File: src/rtl/usb_txn_sequencer_if.sv
// Packet-engine bus between the transaction sequencer and the shared
// encoder / receiver. The sequencer is the master; the engines are the slave.
interface usb_txn_sequencer_if;
    logic       tx_start;
    logic [2:0] tx_kind;
    logic       tx_payload_sel;
    logic       tx_finished;
    logic       rx_enable;
    logic       rx_valid;
    logic [3:0] rx_pid;
    logic       rx_error;

    modport master (
        output tx_start,
        output tx_kind,
        output tx_payload_sel,
        output rx_enable,
        input  tx_finished,
        input  rx_valid,
        input  rx_pid,
        input  rx_error
    );

    modport slave (
        input  tx_start,
        input  tx_kind,
        input  tx_payload_sel,
        input  rx_enable,
        output tx_finished,
        output rx_valid,
        output rx_pid,
        output rx_error
    );
endinterface

File: src/rtl/usb_txn_sequencer.sv
// USB host transaction sequencer: drives the shared packet encoder and the
// receiver through READ (OUT,DATA0,IN,DATA0) and WRITE (OUT,DATA0,OUT,DATA0)
// transactions with handshake checking, a receive timeout and per-phase retry.
module usb_txn_sequencer #(
    parameter int TIMEOUT_CYCLES = 255,
    parameter int MAX_RETRY      = 8,
    parameter int TIMER_W        = 8
) (
    input  logic                       clock,
    input  logic                       reset,
    input  logic                       start,
    input  logic                       is_read,
    output logic                       busy,
    output logic                       done,
    output logic                       success,
    output logic [3:0]                 attempt,
    usb_txn_sequencer_if.master        bus
);

    localparam logic [3:0] PID_ACK   = 4'b0010;
    localparam logic [3:0] PID_DATA0 = 4'b0011;

    localparam logic [2:0] KIND_OUT   = 3'd0;
    localparam logic [2:0] KIND_IN    = 3'd1;
    localparam logic [2:0] KIND_DATA0 = 3'd2;
    localparam logic [2:0] KIND_ACK   = 3'd3;

    localparam logic [TIMER_W-1:0] TIMER_LAST   = TIMER_W'(TIMEOUT_CYCLES - 1);
    localparam logic [3:0]         ATTEMPT_LAST = 4'(MAX_RETRY - 1);

    typedef enum logic [3:0] {
        S_IDLE,
        S_P1_TOK,
        S_P1_DAT,
        S_P1_HS,
        S_P2_TOK,
        S_P2_DAT,
        S_P2_HS,
        S_P2_RX,
        S_P2_ACK,
        S_FINISH
    } state_t;

    state_t             state_q,   state_d;
    logic               tx_start_q, tx_start_d;
    logic               is_read_q,  is_read_d;
    logic               success_q,  success_d;
    logic [3:0]         attempt_q,  attempt_d;
    logic [TIMER_W-1:0] timer_q,    timer_d;

    logic in_tx;
    logic in_wait;
    logic tx_complete;
    logic timed_out;
    logic hs_ack;
    logic rx_data0;
    logic do_retry;
    logic retry_phase2;

    // State, encoder request and bookkeeping registers
    always_ff @(posedge clock) begin
        if (reset) begin
            state_q    <= S_IDLE;
            tx_start_q <= 1'b0;
            is_read_q  <= 1'b0;
            success_q  <= 1'b0;
            attempt_q  <= 4'd0;
            timer_q    <= '0;
        end else begin
            state_q    <= state_d;
            tx_start_q <= tx_start_d;
            is_read_q  <= is_read_d;
            success_q  <= success_d;
            attempt_q  <= attempt_d;
            timer_q    <= timer_d;
        end
    end

    // Next-state logic: transmit handshaking, wait-state timing and retry decisions
    always_comb begin
        state_d      = state_q;
        tx_start_d   = tx_start_q;
        is_read_d    = is_read_q;
        success_d    = success_q;
        attempt_d    = attempt_q;
        timer_d      = '0;
        do_retry     = 1'b0;
        retry_phase2 = 1'b0;

        in_tx = (state_q == S_P1_TOK) || (state_q == S_P1_DAT) ||
                (state_q == S_P2_TOK) || (state_q == S_P2_DAT) ||
                (state_q == S_P2_ACK);
        in_wait = (state_q == S_P1_HS) || (state_q == S_P2_HS) ||
                  (state_q == S_P2_RX);
        tx_complete = tx_start_q && bus.tx_finished;
        timed_out   = (timer_q == TIMER_LAST);
        hs_ack      = bus.rx_valid && !bus.rx_error && (bus.rx_pid == PID_ACK);
        rx_data0    = bus.rx_valid && !bus.rx_error && (bus.rx_pid == PID_DATA0);

        // A transmit state keeps requesting until the encoder finishes; when a
        // transmit state follows another, the request re-rises one cycle later.
        if (in_tx) begin
            tx_start_d = !tx_complete;
        end

        case (state_q)
            S_IDLE: begin
                if (start) begin
                    state_d    = S_P1_TOK;
                    tx_start_d = 1'b1;
                    is_read_d  = is_read;
                    success_d  = 1'b0;
                    attempt_d  = 4'd0;
                end
            end
            S_P1_TOK: if (tx_complete) state_d = S_P1_DAT;
            S_P1_DAT: if (tx_complete) state_d = S_P1_HS;
            S_P1_HS: begin
                if (bus.rx_valid) begin
                    if (hs_ack) begin
                        state_d    = S_P2_TOK;
                        tx_start_d = 1'b1;
                        attempt_d  = 4'd0;
                    end else begin
                        do_retry = 1'b1;
                    end
                end else if (timed_out) begin
                    do_retry = 1'b1;
                end else begin
                    timer_d = timer_q + 1'b1;
                end
            end
            S_P2_TOK: begin
                if (tx_complete) begin
                    state_d = is_read_q ? S_P2_RX : S_P2_DAT;
                end
            end
            S_P2_DAT: if (tx_complete) state_d = S_P2_HS;
            S_P2_HS: begin
                retry_phase2 = 1'b1;
                if (bus.rx_valid) begin
                    if (hs_ack) begin
                        state_d   = S_FINISH;
                        success_d = 1'b1;
                        attempt_d = 4'd0;
                    end else begin
                        do_retry = 1'b1;
                    end
                end else if (timed_out) begin
                    do_retry = 1'b1;
                end else begin
                    timer_d = timer_q + 1'b1;
                end
            end
            S_P2_RX: begin
                retry_phase2 = 1'b1;
                if (bus.rx_valid) begin
                    if (rx_data0) begin
                        state_d    = S_P2_ACK;
                        tx_start_d = 1'b1;
                        attempt_d  = 4'd0;
                    end else begin
                        do_retry = 1'b1;
                    end
                end else if (timed_out) begin
                    do_retry = 1'b1;
                end else begin
                    timer_d = timer_q + 1'b1;
                end
            end
            S_P2_ACK: begin
                if (tx_complete) begin
                    state_d   = S_FINISH;
                    success_d = 1'b1;
                    attempt_d = 4'd0;
                end
            end
            S_FINISH: state_d = S_IDLE;
            default:  state_d = S_IDLE;
        endcase

        // The last allowed attempt ends the transaction as a failure;
        // otherwise the phase restarts from its token packet.
        if (do_retry) begin
            if (attempt_q == ATTEMPT_LAST) begin
                state_d   = S_FINISH;
                success_d = 1'b0;
            end else begin
                attempt_d  = attempt_q + 4'd1;
                state_d    = retry_phase2 ? S_P2_TOK : S_P1_TOK;
                tx_start_d = 1'b1;
            end
        end
    end

    // Output decode from the registered state
    always_comb begin
        bus.tx_kind        = KIND_OUT;
        bus.tx_payload_sel = 1'b0;
        case (state_q)
            S_P1_DAT: bus.tx_kind = KIND_DATA0;
            S_P2_TOK: bus.tx_kind = is_read_q ? KIND_IN : KIND_OUT;
            S_P2_DAT: begin
                bus.tx_kind        = KIND_DATA0;
                bus.tx_payload_sel = 1'b1;
            end
            S_P2_ACK: bus.tx_kind = KIND_ACK;
            default:  bus.tx_kind = KIND_OUT;
        endcase
        bus.tx_start  = tx_start_q;
        bus.rx_enable = (state_q == S_P1_HS) || (state_q == S_P2_HS) ||
                        (state_q == S_P2_RX);
        busy    = (state_q != S_IDLE) && (state_q != S_FINISH);
        done    = (state_q == S_FINISH);
        success = success_q;
        attempt = attempt_q;
    end

endmodule

File: src/flat_wrapper.sv
// flat-port wrapper written by rule: the top's interface ports become plain ports
module usb_txn_sequencer_flat 
#(
    parameter int TIMEOUT_CYCLES = 255,
    parameter int MAX_RETRY      = 8,
    parameter int TIMER_W        = 8
)
  (clock, reset, start, is_read, busy, done, success, attempt, bus_tx_start, bus_tx_kind, bus_tx_payload_sel, bus_rx_enable, bus_tx_finished, bus_rx_valid, bus_rx_pid, bus_rx_error);
  usb_txn_sequencer_if bus_i ();
  input  logic clock;
  input  logic reset;
  input  logic start;
  input  logic is_read;
  output logic busy;
  output logic done;
  output logic success;
  output logic [3:0] attempt;
  output wire logic [$bits(bus_i.tx_start)-1:0] bus_tx_start;
  output wire logic [$bits(bus_i.tx_kind)-1:0] bus_tx_kind;
  output wire logic [$bits(bus_i.tx_payload_sel)-1:0] bus_tx_payload_sel;
  output wire logic [$bits(bus_i.rx_enable)-1:0] bus_rx_enable;
  input wire logic [$bits(bus_i.tx_finished)-1:0] bus_tx_finished;
  input wire logic [$bits(bus_i.rx_valid)-1:0] bus_rx_valid;
  input wire logic [$bits(bus_i.rx_pid)-1:0] bus_rx_pid;
  input wire logic [$bits(bus_i.rx_error)-1:0] bus_rx_error;
  assign bus_tx_start = bus_i.tx_start;
  assign bus_tx_kind = bus_i.tx_kind;
  assign bus_tx_payload_sel = bus_i.tx_payload_sel;
  assign bus_rx_enable = bus_i.rx_enable;
  assign bus_i.tx_finished = bus_tx_finished;
  assign bus_i.rx_valid = bus_rx_valid;
  assign bus_i.rx_pid = bus_rx_pid;
  assign bus_i.rx_error = bus_rx_error;
  usb_txn_sequencer #(.TIMEOUT_CYCLES(TIMEOUT_CYCLES), .MAX_RETRY(MAX_RETRY), .TIMER_W(TIMER_W)) u_core (.clock(clock), .reset(reset), .start(start), .is_read(is_read), .busy(busy), .done(done), .success(success), .attempt(attempt), .bus(bus_i));
endmodule
File: config.mk
export PLATFORM = sky130hd
export DESIGN_NAME = usb_txn_sequencer_flat
export DESIGN_NICKNAME = d
export VERILOG_FILES = /design/src/rtl/usb_txn_sequencer_if.sv /design/src/rtl/usb_txn_sequencer.sv /design/src/flat_wrapper.sv
export SDC_FILE = /design/constraint.sdc
export NUM_CORES = 1
export LEC_CHECK = 0
export ABC_CLOCK_PERIOD_IN_PS = 1800
export CAP_MARGIN = 20
export CELL_PAD_IN_SITES_DETAIL_PLACEMENT = 0
export CELL_PAD_IN_SITES_GLOBAL_PLACEMENT = 1
export CORE_UTILIZATION = 43
export CTS_BUF_LIST = sky130_fd_sc_hd__clkbuf_4 sky130_fd_sc_hd__clkbuf_8
export DETAILED_ROUTE_END_ITERATION = 7
export DONT_BUFFER_PORTS = 1
export MAX_ROUTING_LAYER = met4
export PLACE_DENSITY_LB_ADDON = 0.12
export SLEW_MARGIN = 20
export SYNTH_ARGS = -nofsm -noshare
export SYNTH_HDL_FRONTEND = slang
export SYNTH_SLANG_ARGS = --single-unit
File: constraint.sdc
create_clock -name clock -period 1.8 [get_ports clock]
set_input_delay 0.27 -clock clock [delete_from_list [all_inputs] [get_ports clock]]
set_output_delay 0.27 -clock clock [all_outputs]
set_load 0.03 [all_outputs]
Yosys cells after proc, flatten, opt, wreduce, memory -nomap -nowiden --
Cells that the tools add are included.
Storage, ports and cells: word-level logic and storage cells 109, output and inout port bits 13, bits of input ports 11, register bits 19
Cells by class: mux-type cells 52, equality and inequality tests 26, reduce and logical (&&, ||, !) cells 22, bitwise gates (word level) 1, add/subtract/negate cells 2
Operator list (number):
- two-way mux 4 bit | 22
- case mux 4 bit (9 select lines) | 1
- inequality test 3 x 1 -> 1 bit (second input constant) | 8
- two-way mux 1 bit | 22
- equality test 4 x 3 -> 1 bit (second input constant) | 5
- equality test 4 x 2 -> 1 bit (second input constant) | 4
- case mux 4 bit (4 select lines) | 1
- inequality test 3 x 2 -> 1 bit (second input constant) | 4
- AND reduction 12 bit | 1
- case mux 3 bit (3 select lines) | 1
- adder 8 x 1 -> 8 bit (second input constant) | 1
- equality test 4 bit (second input constant) | 2
- equality test 8 bit (second input constant) | 1
- logical OR 1 bit | 6
- case mux 1 bit (3 select lines) | 2
- OR reduction 2 bit | 3
- logical AND 1 bit | 5
- adder 4 x 1 -> 4 bit (second input constant) | 1
- equality test 4 x 1 -> 1 bit (second input constant) | 1
- zero test 4 bit | 1
- inequality test 4 bit (second input constant) | 1
- nonzero test 4 bit | 1
- OR reduction 4 bit | 1
- two-way mux 3 bit | 1
- 6 further kinds | 7

Depth between registers and ports, before layout --
Gate-level depths: netlist of the first run.
depth after elaboration 11, mapped depth 7, depth with buffers taken out 6

Worst setup path after synthesis of the first run --
Ideal clock, no wire load.
kind register to output, from reg u_core.state_q[2], to out bus_tx_kind[0], slack -260 ps, data arrival time 1790 ps, buffers on the path 1, data required time 1530 ps, cell stages (with the launch flop) 5, cell sequence dfxtp_1 > clkbuf_1 > nor2b_1 > nand2_1 > a211oi_1
Between the ends: word-level cells in the longest chain between the ends 3, elaborated cells on any way between the ends 6, classes of those cells 4 x eq/ne; 1 x mux; 1 x reduce/logical
RTL lines:
- from (decl) | RTL line usb_txn_sequencer.sv:44 | state_t state_q, state_d;
- from (signal assigned) | RTL line usb_txn_sequencer.sv:70 | state_q <= state_d;
- equality test 4 x 3 -> 1 bit / equality test 4 x 2 -> 1 bit (equally long branches) | RTL line usb_txn_sequencer.sv:200 | case (state_q)
- OR reduction 2 bit (no source line)
- case mux 3 bit (3 select lines) * | RTL line usb_txn_sequencer.sv:200
- to (decl) | RTL line flat_wrapper.sv:19 | output wire logic [$bits(bus_i.tx_kind)-1:0] bus_tx_kind;
Every way passes the cells marked *; elsewhere a longest branch is shown, timed or not.

Final worst setup path of the first run --
from reg u_core.state_q[2], to reg u_core.state_q[1]
Between the ends: word-level cells in the longest chain between the ends 5, elaborated cells on any way between the ends 26, classes of those cells 20 x eq/ne; 3 x mux; 3 x reduce/logical
RTL lines:
- equality test 4 x 3 -> 1 bit / equality test 4 x 2 -> 1 bit (equally long branches)
- OR reduction 2 bit (no source line)
- case mux 1 bit (2 select lines) | RTL line usb_txn_sequencer.sv:106 | case (state_q)
- inequality test 3 x 1 -> 1 bit (no source line) / inequality test 3 x 2 -> 1 bit (equally long branches)
- AND reduction 12 bit (no source line)
Several ways; a longest one is shown, not always the timed one. A chain may end at the register's enable or synchronous reset.

==> flow_summary.ini, run 1 <==
[cells_and_area]
final_cell_count_no_fill = 209
antennaDiodeCount = 0
final_net_count = 194
area_growth_pct = 36.83
drive_gt1_frac = 0.3911
final_cell_area_sq_um = 1618

[critical_path]
critPathMaxStageDelay_ns = 0.53
crit_type = flip-flop to flip-flop
critPathMaxFanout = 7
crit_arrival_ns = 2.03
r2r_setup_slack_ns = -0.03
endpoint_kind = flip-flop
reg2regPathDepth = 6
cp_num_buf_inv = 1
cp.depth = 6
crit_end = u_core.state_q[1]$_SDFFE_PP0P_
crit_chain = buf_6, or4_1, o31ai_2, a21oi_2, o2111ai_1, o41ai_1
rr_startpoint = u_core.state_q[2]$_SDFFE_PP0P_
cp-start-kind = flip-flop
r2r-end = u_core.state_q[1]$_SDFFE_PP0P_
slowest_stage = or4_1
critPathLaunch = u_core.state_q[2]$_SDFFE_PP0P_
crit_family = compound AO/OA/AOI/OAI gates
critPathRequiredTime_ns = 2.00

[global_route]
grt_max_degree = 13
antenna_found_initial = 0
first_global_vias = 1110
grt.met3_usage = 0.04444
met2_usage = 0.3821
use_met1 = 0.3067
grt_pass1_wl_microns = 4933
top_usage_layer = met2
grt_usage = 0.2402
grt_overflow = 0

[power_and_ir_drop]
p_per_area_nw_per_um2 = 942.6
leakagePower_uw = 0.0006617
ir_drop_mv = 0.6980

[run_status]
status = finished with violations
violations = negative setup slack

[drt]
via_per_inst = 6.053
drcViolationCount = 0
drt_iter0_drc = 19
wl_per_cell_microns = 16.40
via_count = 1265
wl_microns = 3428
firstDrtPassIters = 4
ant_nets = 0

[synthesis]
syn-instance-count = 146
synth_most_common_cell = dfxtp_1
synth_top_cell_area_share = 0.3217
ys_ff_latch = 19
synth.area.top_cells = dfxtp_1 32%, nor2_1 5.4%, nand3_1 4.7%
synth_fp_nets = 160
yosysWarnings = 0
synth_area_per_cell_sq_um = 8.099
dominantRegCellSynth = dfxtp_1
ys_seq_area_frac = 0.3217
yosys-top-cells-count = 19 x dfxtp_1, 17 x nor2_1, 11 x nand2_1, 11 x nand3_1, 7 x a21oi_1
post_synth_num_cell_types = 46
yosys.area.top_type = dfxtp_1
synth-async-reset-ratio = 0
syn_area_sq_um = 1182
synth_edf_count = 0

[placed_design]
port_buffers = 0
hpwlAfterDp_microns = 2434
dp_cells = 199
gp_congestion = 0.8413
dpl-instance-area_sq_um = 1435

[floorplan]
ioPinCount = 24
num_rows = 18
die-area_sq_um = 2963
initial_utilization = 0.4646
core_sq_um = 2545
die_h_microns = 54.44
chipWidth_microns = 54.44

[clock_tree]
clkTransAtPathRegs_ns = 0.12
cts.path.max_buffers = 2
root_buffer = clkbuf_4
cts_tree = yes
htreeDepth = 1
clk_latency_ns = 0.31
clock-sinks = 19
cts_buffers = 3

[sta]
fin_skew_ns = 0.009978
fin_tns_setup_ns = -0.03425
grt_setup_unrepaired = yes
maxSlewViolCount = 0
setup_slack_ns = -0.03425
fin_crit_sh = 1.019
period_needed_ns = 1.834
finalHoldViolCount = 0
setup_viol = 1
fmax_mhz = 545.2

[run]
maxCapViolCount = 0

[hold_path]
min_path_type = input pin to flip-flop
## power by group
part	internal (uW)	switching, uW	total [uW]
Combinational	339	444	783
Clock	83.1	149	232
Sequential	466	43.7	510
Total	888	637	1520
## timing repair
item / 4_1_cts / 5_1_grt
setup buffers: 1 / 3
cloned: 0 / 1
endpoints found under the hold margin: 1 / 1
gates resized for setup: 17 / 16
hold buffers: 1 / 1
setup endpoints to repair: 7 / 8
pin swaps: 1 / 5
## layout by cell type (no fill, tap or decap), types with 4 or more instances in the layout
| cell type | instances |
|---|---|
| buf_6 | 6 |
| nand3_1 | 10 |
| a21oi_1 | 6 |
| nor2_1 | 16 |
| dfxtp_1 | 10 |
| nand2_1 | 11 |
| xor2_1 | 4 |
| xnor2_1 | 5 |
| buf_4 | 28 |
| dfxtp_2 | 6 |
| inv_1 | 5 |
## kinds of logic after synthesis
group                    after synthesis  synth area share
AND/OR/NAND/NOR                       63            0.2773
AO/OA/AOI/OAI                         36            0.2413
flip-flops                            19            0.3217
buffers and inverters                 14           0.04974
XOR/XNOR                               9           0.06666
adder cells (fa/ha/maj)                3           0.03175
other                                  1          0.003172
multiplexers                           1          0.008466
## layout make-up
cell class / count / area, sq um
Multi-Input combinational cell: 113 / 815.8
Tap cell: 30 / 37.54
Sequential cell: 19 / 399.1
Inverter: 6 / 25.02
Timing Repair Buffer: 37 / 312.8
Clock inverter: 1 / 5.005
Fill cell: 234 / 927.1
Clock buffer: 3 / 22.52
## worst min-delay path by stage
stage                 start                              to  depth (start not counted)
finish                reset   u_core.is_read_q$_SDFFE_PP0P_                          1
global route          reset       u_core.success$_SDFF_PP0_                          1
CTS                   reset  u_core.state_q[3]$_SDFFE_PP0P_                          1
detailed placement    reset  u_core.state_q[2]$_SDFFE_PP0P_                          1
global placement      reset  u_core.state_q[2]$_SDFFE_PP0P_                          1
floorplan           is_read   u_core.is_read_q$_SDFFE_PP0P_                          2
## sequential cells by signal (all words and copies together) (netlist names)
register / cells
u_core.success: 1
u_core.attempt: 4
u_core.is_read_q: 1
u_core.state_q: 4
u_core.bus.tx_start: 1
u_core.timer_q: 8
## per-stage QoR
step	power (uW)	hold WS, ns	utilization	setup slack, ns
finish	1525	0.008562	0.6357	-0.03425
global route	1606	0.004626	0.6357	-0.08411
CTS	1442	0.004875	0.5988	0.004028
detailed placement	1159	0.3410	0.5639	-0.02480
global placement	1150	0.3386	0.5639	-0.02913
floorplan	966.7	0.4139	-	-0.01811
## routing by layer
layer  vias to the layer above  wire (microns)
met5                         -               0
met2                        52            1657
met1                       594            1482
met4                         0              57
met3                        10             230
li1                        609               -
Power figures use the tool's default switching activity.
==> inputs of run 2 (changes only) <==
CORE_ASPECT_RATIO = 1.75   (was not set)
==> run 2 against run 1 <==
Against the previous run:
- the flow now finishes without violations
- largest power group unchanged
- critical endpoint is now busy
- critical path depth decreased by 3
- design area decreased by 5.3%
- clock skew decreased by 0.0074 ns
==> flow_summary.ini, run 2 (synthesized netlist as in run 1, its figures left out) <==
[drt]
drt_iter0_drc = 31
wl_per_cell_microns = 15.71
drcViolationCount = 0
wl_microns = 3142
ant_nets = 0
via_count = 1212
firstDrtPassIters = 4
via_per_inst = 6.060

[cells_and_area]
regMostFlops = u_core.timer_q
antennaDiodeCount = 0
final_net_count = 189
area_growth_pct = 29.52
final_cell_count_no_fill = 200
layout_commonest_cell = buf_4
layout_common_cells = 31 x buf_4, 16 x nor2_1, 11 x nand3_1, 11 x nand2_1, 11 x dfxtp_1
drive_gt1_frac = 0.3506
largest_reg_flops = 8
final_cell_area_sq_um = 1531

[power_and_ir_drop]
pwr-share-comb = 0.482
leakagePower_uw = 0.0006303
p_int_uw = 926.9
switching_share = 0.3954
p_per_area_nw_per_um2 = 1001
power_frac_seq = 0.326
p_clk_frac = 0.193
p_switching_uw = 606.2
ir_drop_mv = 0.6879

[critical_path]
endpoint_kind = output port
crit_type = flip-flop to output port
crit_arrival_ns = 1.49
cp-start-kind = flip-flop
critPathMaxFanout = 11
slowest_stage = or4_4
critPathMaxStageDelay_ns = 0.58
critPathRequiredTime_ns = 1.53
crit_chain = buf_6, nor2b_2, or4_4

[placed_design]
dp_cells = 196
hpwlAfterDp_microns = 2510
gp_congestion = 0.9057
port_buffers = 0
dpl-instance-area_sq_um = 1438

[sta]
setup_viol = 0
finalHoldViolCount = 0
maxSlewViolCount = 0
period_needed_ns = 1.763
fin_skew_ns = 0.002584
fin_hold_ws_ns = 0.06285
fmax_mhz = 567.1
fin_tns_setup_ns = 0
grt_setup_unrepaired = yes
fin_crit_sh = 0.9796

[clock_tree]
cts_buffers = 3
clock-sinks = 19
clk_latency_ns = 0.25
post_cts_buffers = 0
cts_hold_buf = 0
cts_tree = yes
htreeDepth = 1
cts.path.max_buffers = 2
clkTransAtPathRegs_ns = 0.07
root_buffer = clkbuf_8

[floorplan]
core_sq_um = 2552
num_rows = 24
die-area_sq_um = 2972
die_h_microns = 71.37
initial_utilization = 0.4632
ioPinCount = 24
chipWidth_microns = 41.64

[global_route]
first_global_vias = 1267
grt_max_degree = 13
grt_overflow = 0
grt_usage = 0.2343
grt_pass1_wl_microns = 5354
antenna_found_initial = 0

[run_status]
status = finished, final reports clean

[hold_path]
min_path_type = input pin to flip-flop

[run]
maxCapViolCount = 0
## run 2: changes by cell type in the layout (fill, tap and decap cells not counted), moves of 2 or more
cell           previous run  this run
buf_6                     6         1
buf_4                    28        31
clkbuf_4                  3         0
clkbuf_8                  0         3
dfxtp_4                   3         0
dfxtp_2                   6         8
dlygate4sd3_1             2         0
## run 2: layout make-up
cell class / instances / area [sq um]
Sequential cell: 19 / 390.4
Multi-Input combinational cell: 113 / 795.8
Timing Repair Buffer: 32 / 244.0
Fill cell: 249 / 1021
Clock buffer: 3 / 41.29
Inverter: 6 / 22.52
Clock inverter: 1 / 5.005
Tap cell: 26 / 32.53
## run 2: final timing paths
path                                                     start                             end  slack, ns  depth (start not counted)
worst min-delay path                                     reset  u_core.state_q[2]$_SDFFE_PP0P_       0.06                          1
worst max-delay path            u_core.state_q[0]$_SDFFE_PP0P_                            busy       0.04                          3
worst max register to register    u_core.timer_q[0]$_SDFF_PP0_    u_core.attempt[1]$_SDFF_PP0_       0.04                          6
worst min register to register    u_core.timer_q[0]$_SDFF_PP0_    u_core.timer_q[0]$_SDFF_PP0_       0.51                          2
## run 2: power by group through the flow
| stage | combinational (uW) | clock (uW) | sequential, uW |
|---|---|---|---|
| 2_1_floorplan | 449 | 0 | 517 |
| 4_1_cts | 696 | 309 | 492 |
| 6_report | 739 | 295 | 499 |
| 3_5_place_dp | 669 | 0 | 501 |
| 5_1_grt | 794 | 323 | 507 |
| 3_3_place_gp | 660 | 0 | 501 |
## run 2: critical path: cells and delay by family, from the launching register on
kind / cells / cell delay [ns]
buffers and inverters: 1 / 0.14
flip-flops: 1 / 0.34
AND/OR/NAND/NOR: 2 / 0.75
## run 2: metrics by stage
stage / setup WS, ns / util / total power, uW
final: 0.03664 / 0.6000 / 1533
after global placement: 0.03570 / 0.5632 / 1161
after CTS: 0.005309 / 0.5868 / 1497
after floorplan: -0.01811 / - / 966.7
after detailed placement: 0.02400 / 0.5632 / 1170
after global routing: -0.008634 / 0.6000 / 1624
## run 2: layer usage
layer  vias to the layer above  wire [microns]  track usage
met5                         -               0            -
met1                       579            1183       0.2160
met3                        12             106      0.04534
met2                        29            1728       0.4132
li1                        592               -            -
met4                         0             124       0.1756
## run 2: timing repair
| item | 4_1_cts | 5_1_grt |
|---|---|---|
| gates resized for setup | 4 | 11 |
| endpoints found under the setup margin | 3 | 7 |
| pin swaps | 0 | 3 |
